## config.mk

```make
export PLATFORM = sky130hd
export DESIGN_NAME = pipe_ctrl_flat
export DESIGN_NICKNAME = d
export VERILOG_FILES = /design/src/rtl/pipe_ctrl_if.sv /design/src/rtl/pipe_ctrl.sv /design/src/flat_wrapper.sv
export SDC_FILE = /design/constraint.sdc
export NUM_CORES = 1
export LEC_CHECK = 0
export CORE_ASPECT_RATIO = 0.7
export CORE_UTILIZATION = 27
export DETAILED_ROUTE_END_ITERATION = 12
export PLACE_DENSITY = 0.48
export SLEW_MARGIN = 20
export SYNTH_ARGS = -nofsm -noshare
export SYNTH_HDL_FRONTEND = slang
export SYNTH_SLANG_ARGS = --single-unit
```

## constraint.sdc

```tcl
create_clock -name clk -period 6.7 [get_ports clk]
set_input_delay 1.675 -clock clk [delete_from_list [all_inputs] [get_ports clk]]
set_output_delay 1.675 -clock clk [all_outputs]
set_load 0.02 [all_outputs]
```

## src/rtl/pipe_ctrl_if.sv

```systemverilog
// Pipeline-control bundle: stage status into the controller, stall/bubble strobes out.
interface pipe_ctrl_if;
   logic [3:0] D_icode;
   logic [3:0] E_icode;
   logic [3:0] M_icode;
   logic [3:0] W_icode;
   logic [3:0] d_srcA;
   logic [3:0] d_srcB;
   logic [3:0] E_dstM;
   logic       e_Cnd;
   logic [3:0] m_stat;
   logic [3:0] W_stat;

   logic       F_stall;
   logic       D_stall;
   logic       W_stall;
   logic       D_bubble;
   logic       E_bubble;
   logic       M_bubble;
   logic       W_bubble;
   logic       set_cc;

   modport master (
      input  D_icode, E_icode, M_icode, W_icode, d_srcA, d_srcB, E_dstM, e_Cnd, m_stat, W_stat,
      output F_stall, D_stall, W_stall, D_bubble, E_bubble, M_bubble, W_bubble, set_cc
   );

   modport slave (
      output D_icode, E_icode, M_icode, W_icode, d_srcA, d_srcB, E_dstM, e_Cnd, m_stat, W_stat,
      input  F_stall, D_stall, W_stall, D_bubble, E_bubble, M_bubble, W_bubble, set_cc
   );
endinterface

```

## src/rtl/pipe_ctrl.sv

```systemverilog
// Y86-64 pipeline control: hazard strobes, run state (flush/run/halt/fault)
// and saturating performance counters.
module pipe_ctrl #(
   parameter int unsigned FLUSH_CYCLES = 4,
   parameter int unsigned CNT_W        = 32
) (
   input  logic             clk,
   input  logic             rst,
   pipe_ctrl_if.master      pif,
   output logic [3:0]       cpu_stat,
   output logic             halted,
   output logic [CNT_W-1:0] cyc_cnt,
   output logic [CNT_W-1:0] instr_cnt,
   output logic [CNT_W-1:0] lu_cnt,
   output logic [CNT_W-1:0] mp_cnt
);
   typedef enum logic [1:0] {S_INIT, S_RUN, S_HALTED, S_FAULT} state_t;

   localparam logic [2:0] FLUSH_LAST = 3'(FLUSH_CYCLES - 1);

   state_t     state;
   logic [2:0] flush_cnt;
   logic [3:0] fault_stat;
   logic       lu;
   logic       mp;
   logic       ret;
   logic       m_exc;
   logic       w_exc;

   function automatic logic exc(input logic [3:0] s);
      return (s == 4'd2) || (s == 4'd3) || (s == 4'd4);
   endfunction

   function automatic logic [CNT_W-1:0] sat_inc(input logic [CNT_W-1:0] v);
      return (v == '1) ? v : v + CNT_W'(1);
   endfunction

   always_comb begin
      lu    = ((pif.E_icode == 4'h5) || (pif.E_icode == 4'hB)) && (pif.E_dstM != 4'hF) &&
              ((pif.E_dstM == pif.d_srcA) || (pif.E_dstM == pif.d_srcB));
      mp    = (pif.E_icode == 4'h7) && !pif.e_Cnd;
      ret   = (pif.D_icode == 4'h9) || (pif.E_icode == 4'h9) || (pif.M_icode == 4'h9);
      m_exc = exc(pif.m_stat);
      w_exc = exc(pif.W_stat);
   end

   always_comb begin
      pif.F_stall  = 1'b0;
      pif.D_stall  = 1'b0;
      pif.W_stall  = 1'b0;
      pif.D_bubble = 1'b0;
      pif.E_bubble = 1'b0;
      pif.M_bubble = 1'b0;
      pif.W_bubble = 1'b0;
      pif.set_cc   = 1'b0;
      case (state)
         S_INIT: begin
            pif.F_stall  = 1'b1;
            pif.D_bubble = 1'b1;
            pif.E_bubble = 1'b1;
            pif.M_bubble = 1'b1;
            pif.W_bubble = 1'b1;
         end
         S_RUN: begin
            pif.F_stall  = lu | ret;
            pif.D_stall  = lu;
            // A load-use stall on D takes priority over the RET bubble
            pif.D_bubble = mp | (!lu & ret);
            pif.E_bubble = mp | lu;
            pif.M_bubble = m_exc | w_exc;
            pif.W_stall  = w_exc;
            pif.set_cc   = (pif.E_icode == 4'h6) & !m_exc & !w_exc;
         end
         default: begin
            pif.F_stall  = 1'b1;
            pif.D_stall  = 1'b1;
            pif.W_stall  = 1'b1;
            pif.E_bubble = 1'b1;
            pif.M_bubble = 1'b1;
         end
      endcase
   end

   always_comb begin
      cpu_stat = 4'd1;
      case (state)
         S_HALTED: cpu_stat = 4'd2;
         S_FAULT:  cpu_stat = fault_stat;
         default:  cpu_stat = 4'd1;
      endcase
      halted = (state == S_HALTED) || (state == S_FAULT);
   end

   always_ff @(posedge clk or posedge rst) begin
      if (rst) begin
         state      <= S_INIT;
         flush_cnt  <= '0;
         fault_stat <= 4'd1;
         cyc_cnt    <= '0;
         instr_cnt  <= '0;
         lu_cnt     <= '0;
         mp_cnt     <= '0;
      end else begin
         case (state)
            S_INIT: begin
               flush_cnt <= flush_cnt + 3'd1;
               if (flush_cnt == FLUSH_LAST)
                  state <= S_RUN;
            end
            S_RUN: begin
               cyc_cnt <= sat_inc(cyc_cnt);
               if ((pif.W_stat == 4'd1) && (pif.W_icode != 4'h1))
                  instr_cnt <= sat_inc(instr_cnt);
               if (lu)
                  lu_cnt <= sat_inc(lu_cnt);
               if (mp)
                  mp_cnt <= sat_inc(mp_cnt);
               if (pif.W_stat == 4'd2) begin
                  state <= S_HALTED;
               end else if ((pif.W_stat == 4'd3) || (pif.W_stat == 4'd4)) begin
                  state      <= S_FAULT;
                  fault_stat <= pif.W_stat;
               end
            end
            default: ;
         endcase
      end
   end
endmodule

```

## src/flat_wrapper.sv

```systemverilog
// flat-port wrapper written by rule: the top's interface ports become plain ports
module pipe_ctrl_flat 
#(
   parameter int unsigned FLUSH_CYCLES = 4,
   parameter int unsigned CNT_W        = 32
)
  (clk, rst, cpu_stat, halted, cyc_cnt, instr_cnt, lu_cnt, mp_cnt, pif_D_icode, pif_E_icode, pif_M_icode, pif_W_icode, pif_d_srcA, pif_d_srcB, pif_E_dstM, pif_e_Cnd, pif_m_stat, pif_W_stat, pif_F_stall, pif_D_stall, pif_W_stall, pif_D_bubble, pif_E_bubble, pif_M_bubble, pif_W_bubble, pif_set_cc);
  pipe_ctrl_if pif_i ();
  input  logic clk;
  input  logic rst;
  output logic [3:0] cpu_stat;
  output logic halted;
  output logic [CNT_W-1:0] cyc_cnt;
  output logic [CNT_W-1:0] instr_cnt;
  output logic [CNT_W-1:0] lu_cnt;
  output logic [CNT_W-1:0] mp_cnt;
  input wire logic [$bits(pif_i.D_icode)-1:0] pif_D_icode;
  input wire logic [$bits(pif_i.E_icode)-1:0] pif_E_icode;
  input wire logic [$bits(pif_i.M_icode)-1:0] pif_M_icode;
  input wire logic [$bits(pif_i.W_icode)-1:0] pif_W_icode;
  input wire logic [$bits(pif_i.d_srcA)-1:0] pif_d_srcA;
  input wire logic [$bits(pif_i.d_srcB)-1:0] pif_d_srcB;
  input wire logic [$bits(pif_i.E_dstM)-1:0] pif_E_dstM;
  input wire logic [$bits(pif_i.e_Cnd)-1:0] pif_e_Cnd;
  input wire logic [$bits(pif_i.m_stat)-1:0] pif_m_stat;
  input wire logic [$bits(pif_i.W_stat)-1:0] pif_W_stat;
  output wire logic [$bits(pif_i.F_stall)-1:0] pif_F_stall;
  output wire logic [$bits(pif_i.D_stall)-1:0] pif_D_stall;
  output wire logic [$bits(pif_i.W_stall)-1:0] pif_W_stall;
  output wire logic [$bits(pif_i.D_bubble)-1:0] pif_D_bubble;
  output wire logic [$bits(pif_i.E_bubble)-1:0] pif_E_bubble;
  output wire logic [$bits(pif_i.M_bubble)-1:0] pif_M_bubble;
  output wire logic [$bits(pif_i.W_bubble)-1:0] pif_W_bubble;
  output wire logic [$bits(pif_i.set_cc)-1:0] pif_set_cc;
  assign pif_i.D_icode = pif_D_icode;
  assign pif_i.E_icode = pif_E_icode;
  assign pif_i.M_icode = pif_M_icode;
  assign pif_i.W_icode = pif_W_icode;
  assign pif_i.d_srcA = pif_d_srcA;
  assign pif_i.d_srcB = pif_d_srcB;
  assign pif_i.E_dstM = pif_E_dstM;
  assign pif_i.e_Cnd = pif_e_Cnd;
  assign pif_i.m_stat = pif_m_stat;
  assign pif_i.W_stat = pif_W_stat;
  assign pif_F_stall = pif_i.F_stall;
  assign pif_D_stall = pif_i.D_stall;
  assign pif_W_stall = pif_i.W_stall;
  assign pif_D_bubble = pif_i.D_bubble;
  assign pif_E_bubble = pif_i.E_bubble;
  assign pif_M_bubble = pif_i.M_bubble;
  assign pif_W_bubble = pif_i.W_bubble;
  assign pif_set_cc = pif_i.set_cc;
  pipe_ctrl #(.FLUSH_CYCLES(FLUSH_CYCLES), .CNT_W(CNT_W)) u_core (.clk(clk), .rst(rst), .pif(pif_i), .cpu_stat(cpu_stat), .halted(halted), .cyc_cnt(cyc_cnt), .instr_cnt(instr_cnt), .lu_cnt(lu_cnt), .mp_cnt(mp_cnt));
endmodule
```

* Yosys cells after proc, flatten, opt, wreduce, memory -nomap -nowiden
Index checks and enable logic that the tools add are counted.
Storage, ports and cells: register bits 137, bits of input ports 39, word-level logic and storage cells 91
Operators by class: $add $sub $neg 5, equality and inequality tests 28, multiplexer cells 13, bitwise gates (word level) 12, reduce and logical (&&, ||, !) cells 26
Operators by type and width (number):
- $add 32x1->32 const B | 4
- $eq 32x32->1 const B | 4
- $eq 4x3->1 const B | 5
- $eq 4x2->1 const B | 4
- $eq 4x4->1 const B | 4
- $reduce_and 3->1 | 5
- $logic_or 1x1->1 | 10
- $eq 4x4->1 | 2
- $pmux 4 s2 | 1
- $mux 2 | 3
- $pmux 1 s2 | 3
- $mux 1 | 5
- $not 1->1 | 5
- $eq 2x2->1 const B | 2
- $eq 4x1->1 const B | 1
- $logic_and 1x1->1 | 4
- $logic_not 1->1 | 4
- $ne 4x1->1 const B | 1
- $ne 4x4->1 const B | 1
- $or 1x1->1 | 4
- $pmux 2 s2 | 1
- $add 3x1->3 const B | 1
- $and 1x1->1 | 3
- $eq 3x2->1 const B | 1
- other kinds (6) | 6

* Depth between registers and ports, before layout
word-level depth 8, depth in mapped cells 8, mapped depth without buffers 6

* Worst setup path after synthesis
Ideal clock, no wire load.
path type input to output, start point input port pif_W_stat[2], end point output port pif_set_cc, arrival time 2.819 ns, path slack 2.206 ns, cell stages on the path 4, buffers on the path 0, cell sequence nand2b_1 > a21oi_1 > or3_1 > nor3_1
On the way: longest elaborated chain between the ends 6
Ends and longest elaborated chain:
- start, declared | RTL line flat_wrapper.sv:26 | input wire logic [$bits(pif_i.W_stat)-1:0] pif_W_stat;
- $eq 4x2->1 | RTL line pipe_ctrl.sv:31 | return (s == 4'd2) || (s == 4'd3) || (s == 4'd4);
- $logic_or 1x1->1 | RTL line pipe_ctrl.sv:31
- $logic_or 1x1->1 * | RTL line pipe_ctrl.sv:31
- $logic_not 1->1 * | RTL line pipe_ctrl.sv:72 | pif.set_cc = (pif.E_icode == 4'h6) & !m_exc & !w_exc;
- $and 1x1->1 * | RTL line pipe_ctrl.sv:72
- $mux 1 * | RTL line pipe_ctrl.sv:56 | case (state)
- end, declared | RTL line flat_wrapper.sv:34 | output wire logic [$bits(pif_i.set_cc)-1:0] pif_set_cc;
Every way passes the cells marked *; elsewhere a longest branch is shown, timed or not.

* Worst setup path after layout
start point input port pif_E_icode[2], end point output port pif_D_bubble
On the way: longest elaborated chain between the ends 8
Ends and longest elaborated chain:
- start, declared | RTL line flat_wrapper.sv:18 | input wire logic [$bits(pif_i.E_icode)-1:0] pif_E_icode;
- $eq 4x3->1 or $eq 4x4->1 (tied branches) | RTL line pipe_ctrl.sv:39 | lu = ((pif.E_icode == 4'h5) || (pif.E_icode == 4'hB)) && (pif.E_dstM != 4'hF) &&
- $logic_or 1x1->1 | RTL line pipe_ctrl.sv:39
- $logic_and 1x1->1 (2 in series) | RTL line pipe_ctrl.sv:39
- $logic_not 1->1 | RTL line pipe_ctrl.sv:68 | pif.D_bubble = mp | (!lu & ret);
- $and 1x1->1 | RTL line pipe_ctrl.sv:68
- $or 1x1->1 * | RTL line pipe_ctrl.sv:68
- $pmux 1 s2 * | RTL line pipe_ctrl.sv:56
- end, declared | RTL line flat_wrapper.sv:30 | output wire logic [$bits(pif_i.D_bubble)-1:0] pif_D_bubble;
Marks and branches as above.

==> metrics.md <==
| Metric | Value |
|---|---|
| Final Net Count | `906` |
| Routed WL | `19.62 mm` |
| Reg2Reg Setup Slack | `3790 ps` |
| Endpoints failing hold | `0` |
| Max_slew headroom | `31.89%` |
| Clock latency on the worst-skew pair | `430 ps` |
| Final Cell Area | `9721 µm²` |
| Reg2Reg Capture Point | `u_core.lu_cnt[1]` |
| IO Port Bufs | `179` |
| Async SR Flop Fraction | `100.0%` |
| First-pass GRT wire length | `31.84 mm` |
| CTS sink count | `137` |
| Slowest cell on the critical path | `clkdlybuf4s50_1` |
| Vias per cell | `4.791` |
| Die X-Extent | `194.3 µm` |
| Worst setup SP type | `input port` |
| Post-synthesis cell area | `6988 µm²` |
| Power per Cell Area | `210.4 nW/µm²` |
| Cell mode on critical path | `clkdlybuf4s50_1` |
| Sequential area share after synthesis | `49.08%` |
| Full die area | `26540 µm²` |
| Top layer in use | `met4` |
| Drt first-iter violations | `302` |
| Hold_ws | `477.1 ps` |
| Initial Util | `27.90%` |
| Worst flop-to-flop path startpoint | `u_core.lu_cnt[0]` |
| Commonest non-fill, non-tap cells in the layout | `clkdlybuf4s50_1, dfrtp_1, xnor2_1, nand4_1, nand2_1` |
| Final setup margin | `939.0 ps` |
| P&R area growth vs syn | `39.10%` |
| Initial DRT Pass Iterations | `4` |
| Total Routing Usage GR | `15.35%` |
| Hold Path Depth | `1` |
| GPL Wtd Cong | `0.7845` |
| Netlist cell types | `49` |
| Final setup violation count | `0` |
| Gr ovfl total | `0` |
| Metal1 wirelength | `10.46 mm` |
| Maximum vdd drop | `179.7 µV` |
| DRC | `0` |
| Syn avg cell area | `10.23 µm²` |
| Leak | `4.003 nW` |
| CP max FO | `4` |
| Warnings from Yosys | `0` |
| Inserted Diodes | `0` |
| Tightest Pin Transition | `1020 ps` |
| Hold crit path type | `reg -> reg` |
| Period utilization | `85.99%` |
| Placement Setup Slack | `895.9 ps` |
| Synth Instances | `683` |
| Reg2Reg Depth | `7` |
| CTS tree | `yes` |
| Outcome | `completed` |
| CTS buffer count | `17` |
| Number of flops mapped to enable cells by yosys | `0` |
| Most common cell after layout, fill and taps aside | `clkdlybuf4s50_1` |
| CP Capture Type | `output port` |
| Antenna violations before repair | `0` |
| Critical-path cell list | `clkdlybuf4s50_1 -> and3b_1 -> o211ai_1 -> a21oi_1 -> or2_2 -> a31oi_1 -> clkdlybuf4s50_1` |
| Post-CTS Resized | `0` |
| Vias in the first global route | `5664` |
| Setup_tns | `0 ps` |
| Post-DP Area | `9154 µm²` |
| Avg WL per Cell | `16.36 µm` |
| Net Count, Synth | `728` |
| Critical Path RT | `5030 ps` |
| Clock tree buffer depth | `2` |
| Max Cap Viol | `0` |
| Fillcell total | `2444` |
| Via count | `5744` |
| Worst path max stage delay | `620 ps` |
| #FFs+latches synth | `137` |
| Post-CTS repair timing setup buffer count | `0` |
| Row cnt | `48` |
| DP HPWL | `14.05 mm` |
| Hold Path Sink | `u_core.flush_cnt[0]` |
| Largest net degree at the start of global routing | `57` |
| CTS root buffer | `clkbuf_16` |
| H-tree depth reported by CTS | `4` |
| Slew Viols, Final | `0` |
| CP Class | `in -> out` |
| Post-layout min period | `5761 ps` |
| RSZ-0062 raised after global routing | `no` |
| Worst Path Arrival | `4090 ps` |
| Clock transition at the registers of the reported paths | `60 ps` |
| Core area | `25040 µm²` |
| Met2 wire length | `7.830 mm` |
| Design Power | `2.045 mW` |
| Layout cell share with drive strength beyond 1 | `6.407%` |
| Fmax | `173.6 MHz` |
| Met3 wire length | `1.102 mm` |
| Hold Buf Count CTS | `0` |
| Final ANT Viol Nets | `0` |
| Clk_skew | `11.51 ps` |
| Source of the worst hold timing path | `u_core.flush_cnt[0]` |
| Ys flop type | `dfrtp_1` |
| Chip Height | `136.6 µm` |
| I/O Pins | `180` |
[flip-flops by register name, indices dropped and copies added (netlist names)]
signal / count
u_core.mp_cnt: 32
u_core.fault_stat: 4
u_core.lu_cnt: 32
u_core.state: 2
u_core.instr_cnt: 32
u_core.cyc_cnt: 32
u_core.flush_cnt: 3
[area by class of cell]
type | instances | area [µm²] | share of cell area, %
multi-input combinational | 509 | 3435 | 35.33
clock buffer | 24 | 471.7 | 4.853
timing repair buffer | 185 | 1837 | 18.90
tap | 325 | 406.6 | 4.183
inverter | 11 | 46.29 | 0.4763
sequential | 137 | 3430 | 35.28
clock inverter | 8 | 95.09 | 0.9782
[metrics by stage]
step	instances	util (%)
floorplan	683	-
global placement	1167	36.55
detailed placement	1167	36.55
CTS	1199	38.81
global route	1199	38.81
finish	1199	38.81
[power by group]
group          internal, mW  total, mW  switching, mW  leakage (nW)
clock network         0.565      0.924          0.359         0.274
logic                 0.104      0.210          0.106          1.87
registers             0.866      0.910         0.0446          1.86
[synthesized netlist by cell type (2+ instances only)]
| library cell | instances | area [µm²] |
|---|---|---|
| and3_1 | 25 | 156.4 |
| mux2i_1 | 3 | 30.03 |
| nand2b_1 | 2 | 12.51 |
| nor4bb_1 | 4 | 40.04 |
| inv_1 | 11 | 41.29 |
| nor4_2 | 3 | 37.54 |
| a41oi_1 | 2 | 17.52 |
| nand3b_1 | 4 | 30.03 |
| nor4b_1 | 2 | 17.52 |
| o21ai_0 | 2 | 10.01 |
| nor3b_1 | 5 | 37.54 |
| ha_1 | 6 | 75.07 |
| a211oi_1 | 2 | 15.01 |
| or3b_1 | 2 | 17.52 |
| mux2_2 | 5 | 56.30 |
| nand4_1 | 64 | 400.4 |
| nor4_1 | 11 | 68.82 |
| a21o_1 | 3 | 22.52 |
| a21oi_1 | 5 | 25.02 |
| or2_2 | 4 | 25.02 |
| nand4b_1 | 2 | 17.52 |
| xnor2_1 | 83 | 727.0 |
| a31oi_1 | 3 | 18.77 |
| nand2_1 | 56 | 210.2 |
| and4_1 | 11 | 96.34 |
| xor2_1 | 46 | 402.9 |
| nor3_1 | 34 | 170.2 |
| dfrtp_1 | 136 | 3403 |
| nor2b_1 | 3 | 18.77 |
| clkbuf_1 | 25 | 93.84 |
| or3_1 | 7 | 43.79 |
| nor2_1 | 35 | 131.4 |
| and2_1 | 9 | 56.30 |
| nand3_1 | 53 | 265.3 |
[worst max-delay path: cells and delay by family]
family / cells / cell delay [ps]
buf+inv: 2 / 1130
compound gates: 3 / 750
simple gates: 2 / 510
[per-layer routing]
layer / vias up / GRT usage (%)
met5: - / 0
met4: 0 / 4.541
met3: 17 / 4.436
met2: 156 / 20.52
met1: 2758 / 23.28
li1: 2813 / -
[cell families after synthesis]
logic type,Yosys count,share of synthesized area (%)
DFF,137,49.08
xor gates and xnor gates,129,16.17
buffers and inverters,37,2.041
and+or+nand+nor,342,27.56
muxes,8,1.235
AOI/OAI and AO/OA,24,2.847
adders and majority gates,6,1.074
[worst max-delay path by stage]
stage / from / end / slack (ps) / depth (start not counted)
final: pif_E_icode[2] / pif_D_bubble / 940 / 7
after global routing: pif_E_icode[2] / pif_D_bubble / 800 / 7
after CTS: pif_E_icode[2] / pif_D_bubble / 890 / 7
after detailed placement: pif_E_icode[2] / pif_D_bubble / 900 / 7
after global placement: pif_E_dstM[2] / pif_D_bubble / 910 / 7
after floorplan: rst / u_core.cyc_cnt[0] / 1360 / 1
No activity file was read; power rests on OpenSTA's default activity.
